===== src/rtl/mos6502_pkg.sv =====
// Shared 6502 constants: interrupt type encoding, vector addresses and the BRK opcode.
package mos6502_pkg;

    typedef enum logic [1:0] {
        INT_NONE    = 2'd0,
        INT_RESET   = 2'd1,
        INT_NMI     = 2'd2,
        INT_IRQ_BRK = 2'd3
    } int_type_t;

    typedef enum logic [1:0] {
        ST_RESET_WAIT = 2'd0,
        ST_RUN        = 2'd1,
        ST_SERVICE    = 2'd2
    } seq_state_t;

    localparam logic [15:0] VEC_NMI     = 16'hFFFA;
    localparam logic [15:0] VEC_RESET   = 16'hFFFC;
    localparam logic [15:0] VEC_IRQ_BRK = 16'hFFFE;
    localparam logic [7:0]  BRK_OPCODE  = 8'h00;

    function automatic logic [15:0] vector_of(input int_type_t t);
        case (t)
            INT_NMI:     return VEC_NMI;
            INT_IRQ_BRK: return VEC_IRQ_BRK;
            default:     return VEC_RESET;
        endcase
    endfunction

endpackage


===== src/rtl/sync2.sv =====
// Two-flop synchronizer for an active-low asynchronous pin; idles high.
module sync2 (
    input  logic clk,
    input  logic rst_n,
    input  logic d,
    output logic q
);

    logic meta;

    // NOTE: reset to 1 (the pin's idle level) so leaving reset never looks like a falling edge.
    always_ff @(posedge clk or negedge rst_n) begin
        if (!rst_n) begin
            meta <= 1'b1;
            q    <= 1'b1;
        end else begin
            meta <= d;
            q    <= meta;
        end
    end

endmodule


===== src/rtl/int_sequencer.sv =====
// 6502 interrupt sequencer: picks RESET/NMI/IRQ/BRK at opcode fetch and injects BRK into the decoder.
module int_sequencer
    import mos6502_pkg::*;
(
    input  logic        clk,
    input  logic        rst_n,
    input  logic        nmi,
    input  logic        irq,
    input  logic        rdy,
    input  logic [7:0]  data_in,
    input  logic        fetch,
    input  logic        i_flag,
    input  logic        int_done,
    output logic [7:0]  insn,
    output logic [1:0]  int_type,
    output logic [15:0] vector_addr,
    output logic        b_flag,
    output logic        int_active
);

    logic       nmi_s;
    logic       irq_s;
    logic       nmi_prev;
    logic       nmi_pending;
    seq_state_t state;

    sync2 u_sync_nmi (.clk(clk), .rst_n(rst_n), .d(nmi), .q(nmi_s));
    sync2 u_sync_irq (.clk(clk), .rst_n(rst_n), .d(irq), .q(irq_s));

    logic nmi_edge;
    logic irq_pending;
    logic nmi_take;

    assign nmi_edge    = nmi_prev & ~nmi_s;
    assign irq_pending = ~irq_s & ~i_flag;
    assign nmi_take    = rdy & fetch & (state == ST_RUN) & nmi_pending;

    // Edge capture runs regardless of rdy or an active sequence; a fresh edge beats the clear.
    always_ff @(posedge clk or negedge rst_n) begin
        if (!rst_n) begin
            nmi_prev    <= 1'b1;
            nmi_pending <= 1'b0;
        end else begin
            nmi_prev    <= nmi_s;
            nmi_pending <= nmi_edge | (nmi_pending & ~nmi_take);
        end
    end

    // vector_addr/b_flag are only reloaded when an interrupt is taken; they hold across INT_NONE.
    always_ff @(posedge clk or negedge rst_n) begin
        if (!rst_n) begin
            state       <= ST_RESET_WAIT;
            insn        <= BRK_OPCODE;
            int_type    <= INT_RESET;
            vector_addr <= VEC_RESET;
            b_flag      <= 1'b0;
            int_active  <= 1'b0;
        end else if (rdy) begin
            case (state)
                ST_RESET_WAIT: begin
                    if (fetch) begin
                        insn        <= BRK_OPCODE;
                        int_type    <= INT_RESET;
                        vector_addr <= vector_of(INT_RESET);
                        b_flag      <= 1'b0;
                        int_active  <= 1'b1;
                        state       <= ST_SERVICE;
                    end
                end
                ST_RUN: begin
                    if (fetch) begin
                        if (nmi_pending || irq_pending) begin
                            insn        <= BRK_OPCODE;
                            int_type    <= nmi_pending ? INT_NMI : INT_IRQ_BRK;
                            vector_addr <= vector_of(nmi_pending ? INT_NMI : INT_IRQ_BRK);
                            b_flag      <= 1'b0;
                            int_active  <= 1'b1;
                            state       <= ST_SERVICE;
                        end else begin
                            insn <= data_in;
                            if (data_in == BRK_OPCODE) begin
                                int_type    <= INT_IRQ_BRK;
                                vector_addr <= vector_of(INT_IRQ_BRK);
                                b_flag      <= 1'b1;
                                int_active  <= 1'b1;
                                state       <= ST_SERVICE;
                            end else begin
                                int_type <= INT_NONE;
                            end
                        end
                    end
                end
                ST_SERVICE: begin
                    if (int_done) begin
                        int_type   <= INT_NONE;
                        int_active <= 1'b0;
                        state      <= ST_RUN;
                    end
                end
                default: state <= ST_RESET_WAIT;
            endcase
        end
    end

endmodule


===== config.mk =====
export PLATFORM = sky130hd
export DESIGN_NAME = int_sequencer
export DESIGN_NICKNAME = d
export VERILOG_FILES = /design/src/rtl/mos6502_pkg.sv /design/src/rtl/sync2.sv /design/src/rtl/int_sequencer.sv
export SDC_FILE = /design/constraint.sdc
export NUM_CORES = 1
export LEC_CHECK = 0
export CORE_UTILIZATION = 45
export DETAILED_ROUTE_END_ITERATION = 16
export PLACE_DENSITY = 0.8
export SLEW_MARGIN = 20
export SYNTH_ARGS = -nofsm -noshare
export SYNTH_HDL_FRONTEND = slang
export SYNTH_SLANG_ARGS = --single-unit

===== constraint.sdc =====
create_clock -name clk -period 2.9 [get_ports clk]
set_clock_uncertainty 0.2 [all_clocks]
set_input_delay 0.58 -clock clk [delete_from_list [all_inputs] [get_ports clk]]
set_output_delay 0.58 -clock clk [all_outputs]
set_load 0.01 [all_outputs]

==> flow_summary_export.csv <==
group,metric,value,unit
placed_design,dp_hpwl,1650,um
yosys,synth.area.top_cells,"dfrtp_1 33%, dfstp_2 16%, buf_4 9.3%",
yosys,yosysMostFrequentCell,"dfrtp_1",
grt,antenna_found_initial,0,
power,leakage,0.618,nW
clock_tree,cts_root_buffer,"clkbuf_4",
yosys,yosys.area.top_type_share,33.4,%
critical_path,cp_slowest_cell,"dfstp_2",
timing,setup-tns-final,0,ns
critical_path,crit_family,"flip-flops",
timing,finalSetupViolations,0,
detailed_routing,ant_nets,0,
timing,timing.final.hold_violations,0,
yosys,synthCells,92,
yosys,yosys_register_bits,22,
power,power.density,652,nW/um^2
critical_path,worstPathCellList,"clkdlybuf4s50_1",
critical_path,crit_start,"vector_addr[2]",
critical_path,reg2reg_slack,0.85,ns
yosys,synth_cell_types,30,
finish,nets,144,
yosys,synthFlopType,"dfrtp_1",
hold_path,hold-path-cell-count,0,
critical_path,cp-end-kind,"output port",
clock_tree,clk_path_buf_depth,2,
critical_path,cp.arrival,1.39,ns
detailed_routing,wl,2090,um
critical_path,ff2ff_path_depth,6,
yosys,synth_edf_count,0,
timing,max_freq,0.462,GHz
yosys,ys_warn_count,0,
run_status,outcome,"finished, final reports clean",
die,rows,17,
clock_tree,cts.sinks,22,
timing,min_period,2.17,ns
die,dieWidth,52.0,um
detailed_routing,post_drt_wl_per_cell,13.8,um
placed_design,gp_congestion,0.763,
clock_tree,path_clk_slew,0.11,ns
detailed_routing,vias_per_cell,5.11,
die,dieHeight,52.0,um
critical_path,critPathLaunchType,"register",
finish,layout-drive-gt1-share,19.5,%
critical_path,r2r_start,"state[1]",
clock_tree,cts_setup_buffers,0,
yosys,avgSynthCellArea,12.2,sq um
detailed_routing,num_vias,771,
yosys,synth_top_cell_by_area,"dfrtp_1",
yosys,yosysSeqAreaShare,49.7,%
grt,grtUsageTotal,18.3,%
finish,n_antenna_cell,0,
critical_path,cp.required,2.12,ns
detailed_routing,drt-initial-drc-count,5,
die,start_util,49.4,%
die,die_area,2700,sq um
placed_design,port_buffers,29,
power,peakVddDrop,0.459,mV
clock_tree,clkLatencyLatePin,0.30,ns
critical_path,crit_type,"reg -> out",
clock_tree,cts_made_buffers,3,
timing,rsz0062_at_grt,"no",
job,drv_cap,0,
grt,grt_pass1_vias,749,
critical_path,slowest_delay,0.56,ns
critical_path,crit_fanout,2,
clock_tree,ctsResizeCount,0,
finish,areaGrowthSynthToFinish,27.3,%
grt,grt_pass1_wl,3480,um
clock_tree,tritoncts,"done",
hold_path,worstHoldStart,"u_sync_irq.meta",
yosys,syn_area,1120,sq um
yosys,ys_top_cells_by_count,"15 x dfrtp_1, 14 x buf_4, 7 x a22o_1, 7 x dfstp_2",
yosys,synthArstFlopShare,100,%
clock_tree,cts_hold_buf,0,
grt,grt_overflow_total,0,
timing,fin_crit_sh,74.7,%
timing,finalMaxSlewViolations,0,
hold_path,hold_path_class,"reg -> reg",
grt,grt_max_degree,23,
clock_tree,htree_levels,1,
detailed_routing,drc,0,
finish,final_util,62.9,%
detailed_routing,drt_pass1_iterations,4,
die,core_area,2280,sq um
critical_path,path_buf_inv,1,
critical_path,r2r_end,"int_active",
die,design.portCount,44,
hold_path,hold_path_end,"u_sync_irq.q",
==> stage by stage <==
stage                     instance area (sq um)  total power [W]  std cells  hold slack, ns  setup slack [ns]
after floorplan                            1170         0.000639        104          0.0844             0.996
after global placement                     1400         0.000762        147           0.146             0.462
after detailed placement                   1400         0.000776        147           0.147             0.403
after CTS                                  1430         0.000943        151           0.165             0.719
after global routing                       1430         0.000994        151           0.168             0.669
final                                      1430         0.000933        151           0.163             0.733
==> layout by cell type (no fill, tap or decap), drive strengths merged <==
cell and n:
a21oi 2, o21ai 7, a211oi 1, inv 5, nand2 4, nand3 2
o41ai 2, nor2 4, nor3 2, ha 4, o22ai 1, nor4 2
a22o 8, nand2b 1, o22a 1, o211ai 1, mux2 2, dfrtp 15
o31ai 1, o21bai 1, o221ai 1, dfstp 7, clkdlybuf4s50 29, clkbuf 4
conb 14, buf 2
==> flip-flops by register name, indices dropped and copies added, names as in the netlist <==
name and count:
nmi_prev 1, b_flag 1, int_active 1, insn 8, u_sync_nmi.q 1, u_sync_irq.q 1
nmi_pending 1, u_sync_irq.meta 1, vector_addr 2, int_type 2, state 2, u_sync_nmi.meta 1
==> power breakdown <==
group | switching, W | total, W | internal (W)
Clock | 0.0000867 | 0.000163 | 0.0000767
Sequential | 0.0000375 | 0.000409 | 0.000372
Combinational | 0.000191 | 0.000360 | 0.000170
Total | 0.000315 | 0.000933 | 0.000618
==> layer usage <==
layer | track usage (%) | share of wire, % | vias to the layer above | routed length (um)
li1 | - | - | 364 | -
met1 | 23.1 | 41 | 380 | 854
met2 | 31.6 | 54 | 23 | 1120
met3 | 2.05 | 3.5 | 4 | 74
met4 | 7.66 | 1.6 | 0 | 33
met5 | 0 | 0 | - | 0
==> cell type report <==
class	instances	area (sq um)
clock buffers	4	36.3
multi-input cells	61	477
inverters	5	18.8
repair buffers	31	305
well taps	28	35.0
fillers	183	845
flip-flops and latches	22	559
==> how the worst max path moves through the flow <==
stage	end	cells past startpoint
after global placement	int_active	5
after floorplan	int_active	4
after global routing	int_active	5
final	vector_addr[2]	1
after detailed placement	int_active	5
after CTS	vector_addr[2]	1
==> kinds of logic (layout without fill, tap and decap cells) <==
| kind of cell | Yosys count | count (layout) | share of synthesized area, % |
|---|---|---|---|
| AOI/OAI and AO/OA | 26 | 26 | 20.8 |
| adders and majority gates | 4 | 4 | 4.45 |
| buffers and inverters | 21 | 40 | 11.9 |
| DFF | 22 | 22 | 49.7 |
| muxes | 2 | 2 | 2.00 |
| other | 2 | 14 | 0.668 |
| and+or+nand+nor | 15 | 15 | 10.5 |
Power figures use the tool's default switching activity.
